===== src/rtl/regbank_wr_sched_if.sv =====
// ---------------------------------------------------------------------------
// regbank_wr_sched_if
//   Bundles the requester-facing write request bus and the register-bank
//   write-port outputs of regbank_wr_sched.
//
//   Request side (driven by requesters / bench):
//     req_in   [NUMREQ]            level request, held until ack
//     pair_in  [NUMREQ]            1 = 16-bit pair write, 0 = single register
//     addr_in  [NUMREQ*3]          3-bit register/pair code per requester
//     data_in  [NUMREQ*2*DATASIZE] {high byte, low byte} per requester
//   Scheduler side (driven by regbank_wr_sched):
//     ack_out  [NUMREQ]            one-cycle accept pulse
//     err_out                      one-cycle pulse with ack on invalid request
//     busy_out                     write sequence in progress
//     enb_out  [8]                 one-hot register enable by register code
//     data_out [DATASIZE]          shared register write data
// ---------------------------------------------------------------------------
interface regbank_wr_sched_if #(
  parameter int DATASIZE = 8,
  parameter int NUMREQ   = 3
);
  logic [NUMREQ-1:0]            req_in;
  logic [NUMREQ-1:0]            pair_in;
  logic [NUMREQ*3-1:0]          addr_in;
  logic [NUMREQ*2*DATASIZE-1:0] data_in;
  logic [NUMREQ-1:0]            ack_out;
  logic                         err_out;
  logic                         busy_out;
  logic [7:0]                   enb_out;
  logic [DATASIZE-1:0]          data_out;

  // requester side
  modport master (
    output req_in, pair_in, addr_in, data_in,
    input  ack_out, err_out, busy_out, enb_out, data_out
  );

  // scheduler side
  modport slave (
    input  req_in, pair_in, addr_in, data_in,
    output ack_out, err_out, busy_out, enb_out, data_out
  );
endinterface


===== src/rtl/regbank_wr_sched.sv =====
// ---------------------------------------------------------------------------
// regbank_wr_sched
//   Write-port scheduler for the general register bank (B,C,D,E,H,L,A).
//   Several datapath sources (ALU, internal bus latch, inc/dec unit) share
//   the single bank write path. One requester is granted per decision; a
//   single write takes one write cycle, a BC/DE/HL pair write takes two
//   back-to-back byte writes (high byte to B/D/H, then low byte to C/E/L).
//
//   Ports:
//     clk   rising-edge clock
//     rst   synchronous active-high reset
//     bus   regbank_wr_sched_if.slave (request bus in, enables/data out)
//
//   Parameters:
//     DATASIZE  register width (multiple of 4), default 8
//     NUMREQ    number of requesters (2..8), default 3
//
//   Build option:
//     REGSCHED_FIXPRI_EN  defined   -> fixed priority, lowest index wins,
//                                      no round-robin pointer
//                         undefined -> round-robin starting after the last
//                                      granted requester
//
//   All outputs are registered. Grant decision happens in IDLE; WR1 output
//   values are computed from the winner's live inputs in that same cycle and
//   registered, so ack and the first enable appear one cycle after the
//   request is sampled.
// ---------------------------------------------------------------------------

// Per-requester decode: validity and the enables/data each write would use.
module regbank_wr_sched_lane #(
  parameter int DATASIZE = 8
) (
  input  logic                  pair,
  input  logic [2:0]            addr,
  input  logic [2*DATASIZE-1:0] data,
  output logic                  valid,
  output logic                  has_second,
  output logic [7:0]            enb_first,
  output logic [7:0]            enb_second,
  output logic [DATASIZE-1:0]   data_first,
  output logic [DATASIZE-1:0]   data_lo
);
  logic [DATASIZE-1:0] data_hi;

  assign data_hi = data[2*DATASIZE-1:DATASIZE];
  assign data_lo = data[DATASIZE-1:0];

  // code 6 is the memory operand M, pair code 3 would be SP/PSW: neither
  // lives in this bank
  assign valid      = pair ? (addr[2:1] != 2'b11) : (addr != 3'd6);
  assign has_second = pair & valid;

  // pair writes: {pair,0} is B/D/H (high byte), {pair,1} is C/E/L (low byte)
  assign enb_first  = pair ? (8'd1 << {addr[2:1], 1'b0}) : (8'd1 << addr);
  assign enb_second = 8'd1 << {addr[2:1], 1'b1};
  assign data_first = pair ? data_hi : data_lo;
endmodule

module regbank_wr_sched #(
  parameter int DATASIZE = 8,
  parameter int NUMREQ   = 3
) (
  input  logic               clk,
  input  logic               rst,
  regbank_wr_sched_if.slave  bus
);
  localparam int IW = (NUMREQ > 1) ? $clog2(NUMREQ) : 1;

  typedef enum logic [1:0] {IDLE, WR1, WR2} state_t;

  state_t state_q, state_d;

  // registered outputs
  logic [NUMREQ-1:0]   ack_q,  ack_d;
  logic                err_q,  err_d;
  logic                busy_q, busy_d;
  logic [7:0]          enb_q,  enb_d;
  logic [DATASIZE-1:0] data_q, data_d;

  // second-byte context latched at the grant decision
  logic                has2_q;
  logic [7:0]          enb2_q;
  logic [DATASIZE-1:0] lo_q;

  // lane decode
  logic [NUMREQ-1:0]                lane_valid;
  logic [NUMREQ-1:0]                lane_has2;
  logic [NUMREQ-1:0][7:0]           lane_enb1;
  logic [NUMREQ-1:0][7:0]           lane_enb2;
  logic [NUMREQ-1:0][DATASIZE-1:0]  lane_d1;
  logic [NUMREQ-1:0][DATASIZE-1:0]  lane_lo;

  logic          any_req;
  logic [IW-1:0] win;

  for (genvar g = 0; g < NUMREQ; g++) begin : g_lane
    regbank_wr_sched_lane #(.DATASIZE(DATASIZE)) u_lane (
      .pair       (bus.pair_in[g]),
      .addr       (bus.addr_in[3*g +: 3]),
      .data       (bus.data_in[2*DATASIZE*g +: 2*DATASIZE]),
      .valid      (lane_valid[g]),
      .has_second (lane_has2[g]),
      .enb_first  (lane_enb1[g]),
      .enb_second (lane_enb2[g]),
      .data_first (lane_d1[g]),
      .data_lo    (lane_lo[g])
    );
  end

  assign any_req = |bus.req_in;

`ifdef REGSCHED_FIXPRI_EN
  // lowest active index wins; scan downward so the last hit is the lowest
  always_comb begin
    win = '0;
    for (int i = NUMREQ - 1; i >= 0; i--) begin
      if (bus.req_in[IW'(i)]) win = IW'(i);
    end
  end
`else
  logic [IW-1:0] rr_q;

  // search starts one past the last winner and wraps
  always_comb begin
    logic [IW-1:0] idx;
    logic          found;
    win   = rr_q;
    found = 1'b0;
    idx   = '0;
    for (int k = 1; k <= NUMREQ; k++) begin
      idx = IW'((int'(rr_q) + k) % NUMREQ);
      if (!found && bus.req_in[idx]) begin
        win   = idx;
        found = 1'b1;
      end
    end
  end

  always_ff @(posedge clk) begin
    if (rst)                            rr_q <= IW'(NUMREQ - 1);
    else if (state_q == IDLE && any_req) rr_q <= win;
  end
`endif

  // next-state and next-output logic
  always_comb begin
    state_d = state_q;
    ack_d   = '0;
    err_d   = 1'b0;
    busy_d  = 1'b0;
    enb_d   = '0;
    data_d  = data_q;   // write bus holds its value between writes
    case (state_q)
      IDLE: begin
        if (any_req) begin
          state_d    = WR1;
          ack_d[win] = 1'b1;
          busy_d     = 1'b1;
          if (lane_valid[win]) begin
            enb_d  = lane_enb1[win];
            data_d = lane_d1[win];
          end else begin
            err_d  = 1'b1;
          end
        end
      end
      WR1: begin
        if (has2_q) begin
          state_d = WR2;
          enb_d   = enb2_q;
          data_d  = lo_q;
          busy_d  = 1'b1;
        end else begin
          state_d = IDLE;
        end
      end
      WR2:     state_d = IDLE;
      default: state_d = IDLE;
    endcase
  end

  always_ff @(posedge clk) begin
    if (rst) begin
      state_q <= IDLE;
      ack_q   <= '0;
      err_q   <= 1'b0;
      busy_q  <= 1'b0;
      enb_q   <= '0;
      data_q  <= '0;
      has2_q  <= 1'b0;
      enb2_q  <= '0;
      lo_q    <= '0;
    end else begin
      state_q <= state_d;
      ack_q   <= ack_d;
      err_q   <= err_d;
      busy_q  <= busy_d;
      enb_q   <= enb_d;
      data_q  <= data_d;
      if (state_q == IDLE && any_req) begin
        has2_q <= lane_has2[win];
        enb2_q <= lane_enb2[win];
        lo_q   <= lane_lo[win];
      end
    end
  end

  assign bus.ack_out  = ack_q;
  assign bus.err_out  = err_q;
  assign bus.busy_out = busy_q;
  assign bus.enb_out  = enb_q;
  assign bus.data_out = data_q;
endmodule


===== src/flat_wrapper.sv =====
// flat-port wrapper written by rule: the top's interface ports become plain ports
module regbank_wr_sched_flat 
#(
  parameter int DATASIZE = 8,
  parameter int NUMREQ   = 3
)
  (clk, rst, bus_req_in, bus_pair_in, bus_addr_in, bus_data_in, bus_ack_out, bus_err_out, bus_busy_out, bus_enb_out, bus_data_out);
  regbank_wr_sched_if #(.DATASIZE(DATASIZE), .NUMREQ(NUMREQ)) bus_i ();
  input  logic clk;
  input  logic rst;
  input wire logic [$bits(bus_i.req_in)-1:0] bus_req_in;
  input wire logic [$bits(bus_i.pair_in)-1:0] bus_pair_in;
  input wire logic [$bits(bus_i.addr_in)-1:0] bus_addr_in;
  input wire logic [$bits(bus_i.data_in)-1:0] bus_data_in;
  output wire logic [$bits(bus_i.ack_out)-1:0] bus_ack_out;
  output wire logic [$bits(bus_i.err_out)-1:0] bus_err_out;
  output wire logic [$bits(bus_i.busy_out)-1:0] bus_busy_out;
  output wire logic [$bits(bus_i.enb_out)-1:0] bus_enb_out;
  output wire logic [$bits(bus_i.data_out)-1:0] bus_data_out;
  assign bus_i.req_in = bus_req_in;
  assign bus_i.pair_in = bus_pair_in;
  assign bus_i.addr_in = bus_addr_in;
  assign bus_i.data_in = bus_data_in;
  assign bus_ack_out = bus_i.ack_out;
  assign bus_err_out = bus_i.err_out;
  assign bus_busy_out = bus_i.busy_out;
  assign bus_enb_out = bus_i.enb_out;
  assign bus_data_out = bus_i.data_out;
  regbank_wr_sched #(.DATASIZE(DATASIZE), .NUMREQ(NUMREQ)) u_core (.clk(clk), .rst(rst), .bus(bus_i));
endmodule

===== config.mk =====
export PLATFORM = sky130hd
export DESIGN_NAME = regbank_wr_sched_flat
export DESIGN_NICKNAME = d
export VERILOG_FILES = /design/src/rtl/regbank_wr_sched_if.sv /design/src/rtl/regbank_wr_sched.sv /design/src/flat_wrapper.sv
export SDC_FILE = /design/constraint.sdc
export NUM_CORES = 1
export LEC_CHECK = 0
export BUFFER_PORTS_ARGS = -buffer_cell sky130_fd_sc_hd__buf_2
export CAP_MARGIN = 20
export CORE_MARGIN = 4
export CORE_UTILIZATION = 30
export CTS_CLUSTER_DIAMETER = 60
export DETAILED_ROUTE_END_ITERATION = 7
export REMOVE_ABC_BUFFERS = 1
export SLEW_MARGIN = 20
export SYNTH_ARGS = -nofsm -noshare
export SYNTH_HDL_FRONTEND = slang
export SYNTH_SLANG_ARGS = --single-unit
export TNS_END_PERCENT = 10

===== constraint.sdc =====
create_clock -name clk -period 6.1 [get_ports clk]
set_input_delay 1.525 -clock clk [delete_from_list [all_inputs] [get_ports clk]]
set_output_delay 1.525 -clock clk [all_outputs]
set_load 0.005 [all_outputs]

==> reports/qor.yml <==
status:
  status: "completed"
synth:
  synth_common_cells: "dfxtp_1 (38), nand3_1 (31), mux2_2 (24)"
  synthCells: 296
  yosysSeqAreaShare_pct: 29.8
  ys_async_sr_fraction_pct: 0
  synth_top_cell_by_area: "dfxtp_1"
  synth_mux_area_share_pct: 15.0
  synth_area_leaders: "dfxtp_1 (30%), mux2_2 (11%), nand3_1 (6.1%)"
  synthFlopType: "dfxtp_1"
  synthMostInstantiatedCell: "dfxtp_1"
  synth_xor_area_share_pct: 0
  synth_top_area_share_pct: 29.8
  syn_area_um2: 2550
  yosysWarnings: 0
  synth_compound_area_share_pct: 27.6
  avgSynthCellArea_um2: 8.62
  synth.distinct_cells: 57
  synth_edf_count: 0
  synth_top_family_by_area: "compound AO/OA/AOI/OAI gates"
  ys_ff_latch: 38
  yosys.area_share.simple_pct: 21.5
  synth_fa_ha_area_share_pct: 1.96
critical_path:
  cp_max_fo: 28
  cp_data_arrival_time_ps: 4090
  cp-end-kind: "flip-flop"
  crit_family: "compound AO/OA/AOI/OAI gates"
  path_cells: "buf_2 -> mux2i_1 -> o21ai_1 -> o211a_1 -> or2_1 -> a32oi_2 -> a311oi_1 -> a221o_1"
  critical_path_class: "in2reg"
  cpPeakStageDelay_ps: 770
  required_ps: 6340
  cpMaxStageDelayCell: "or2_1"
  start_kind: "input port"
  cp.buffers_inverters: 1
global_routing:
  grt_max_degree: 29
  grt_overflow: 0
  grt_pass1_wl_mm: 12.9
  first_global_vias: 2571
  antenna_found_initial: 0
  grt_use_total_pct: 16.2
clock_network:
  cts_sinks: 38
  root_buffer: "clkbuf_8"
  post-cts-setup-buffers: 0
  cts_resized: 0
  cts_tree: "done"
  cts.path.max_buffers: 2
  clkTransAtPathRegs_ps: 70
  clk_latency_ps: 300
  htree_levels: 2
  cts_buffers: 5
  cts_hold_buf: 0
sta:
  skew_ps: 4.74
  min_period_over_period_pct: 63.2
  period_minus_slack_ps: 3850
  tns_ps: 0
  fin_ws_ps: 2250
  rsz0062_at_grt: "false"
  relSlewSlack_pct: 28.8
  finalHoldViolations: 0
  worst_pin_slew_ps: 1060
  max_clock_freq_ghz: 0.260
  drv_slew: 0
  finalSetupViolCount: 0
routing:
  vias: 2655
  vias_per_cell: 5.58
  dr.pass1.iters: 5
  ant_nets: 0
  wirelength_mm: 8.32
  wire_per_inst_um: 17.5
  drt-initial-drc-count: 138
  drc: 0
die:
  core_um2: 8260
  ioPinCount: 86
  die_h_um: 100
  fp.dieArea_um2: 10000
  rows: 33
  initial_core_util_pct: 30.9
  die_w_um: 100
power:
  pwr-share-clk_pct: 15.8
  p_leak_nw: 1.32
  powerDensity_nw_per_um2: 442
  power_frac_comb_pct: 56.9
  seqPwrFrac_pct: 27.3
  p_sw_uw: 631
  switching_share_pct: 45.3
  vdd_drop_max_mv: 0.183
  internal_power_uw: 763
place:
  gp_congestion: 0.886
  dp_worst_setup_slack_ps: 1650
  hpwl_mm: 6.14
  io_buffers: 85
layout:
  synthToLayoutAreaGrowth_pct: 23.7
  nets: 440
  insertedDiodeCount: 0
  fill_cells: 904
  seq_area_um2: 761
  drive_gt1_share_pct: 35.6
  multi_input_area_um2: 1700
run:
  cap_violations: 0
min_path:
  min_path_type: "reg2reg"
path summary, 6_finish.rpt:
kind / startpoint / end / slack [ps] / cells past startpoint
setup / recovery: bus_req_in[0] / u_core.bus.data_out[0] / 2250 / 8
hold / removal: u_core.lo_q[7] / u_core.lo_q[7] / 470 / 2
setup reg to reg: u_core.rr_q[0] / u_core.bus.data_out[0] / 2660 / 9
hold reg to reg: u_core.lo_q[7] / u_core.lo_q[7] / 470 / 2
layer usage:
metal,part of all wire [%],track usage [%],up-vias
li1,-,-,1294
met5,0,0,-
met4,2.1,6.11,0
met3,6.8,3.06,16
met1,44,20.9,1226
met2,47,26.7,119
worst min-delay path: stages (launching register included):
cell     delay [ps]
dfxtp_1         330
a32oi_1          50
o21ai_0          60
cell usage in the layout (no fill, tap or decap), types with 2 or more instances in the layout:
cell / netlist / routed
nor3_1: 9 / 9
nor2b_1: 8 / 8
a32o_1: 2 / 2
ha_1: 4 / 4
nor2_1: 19 / 19
and3_1: 4 / 4
nand2b_1: 10 / 10
and2_1: 2 / 2
inv_1: 4 / 4
o21ai_1: 3 / 3
mux2i_1: 10 / 10
a21o_1: 2 / 2
a221o_1: 8 / 8
nand3_1: 31 / 31
o311a_1: 2 / 2
nand4_1: 2 / 2
buf_4: 1 / 2
clkbuf_8: 0 / 6
a31oi_1: 4 / 4
o21ai_0: 18 / 18
buf_2: 7 / 85
a22oi_1: 4 / 4
a31o_2: 2 / 2
nand2_1: 11 / 11
a21oi_1: 6 / 5
mux2_2: 24 / 24
dfxtp_1: 38 / 38
a311oi_1: 9 / 9
or2_2: 2 / 2
a32oi_1: 9 / 9
a2111oi_2: 2 / 2
o21a_1: 3 / 3
area by class of cell:
type | instances | area share, %
flip-flops and latches | 38 | 24.1
clock buffers | 6 | 2.62
inverters | 4 | 0.476
repair buffers | 87 | 14.0
clock inverters | 1 | 0.951
well taps | 105 | 4.16
multi-input cells | 235 | 53.7
state kept, by name, indices dropped and copies added (netlist names):
signal and flops:
u_core.bus.busy_out 1, u_core.bus.ack_out 3, u_core.enb2_q 4, u_core.lo_q 8, u_core.rr_q 2, u_core.state_q 2, u_core.bus.enb_out 8, u_core.bus.err_out 1
u_core.bus.data_out 8, u_core.has2_q 1
power by group through the flow:
stage,combinational [mW],sequential (mW),clock (mW)
4_1_cts,0.783,0.380,0.226
5_1_grt,0.867,0.390,0.239
3_5_place_dp,0.784,0.385,0
2_1_floorplan,0.528,0.381,0
3_3_place_gp,0.777,0.386,0
6_report,0.793,0.380,0.220
through the flow:
| step | area (um2) | power [mW] | util [%] | hold slack (ps) | cells |
|---|---|---|---|---|---|
| after floorplan | 2470 | 0.908 | - | 420 | 277 |
| after global placement | 3040 | 1.16 | 36.8 | 448 | 469 |
| after detailed placement | 3040 | 1.17 | 36.8 | 461 | 469 |
| after CTS | 3150 | 1.39 | 38.2 | 477 | 476 |
| after global routing | 3160 | 1.50 | 38.2 | 490 | 476 |
| final | 3160 | 1.39 | 38.2 | 474 | 476 |
cells by family after synthesis:
family,after synthesis
and+or+nand+nor,106
AOI/OAI and AO/OA,89
DFF,38
muxes,35
buffers and inverters,23
adders and majority gates,4
other,1
Note: power is estimated with default switching activity, not from simulation.
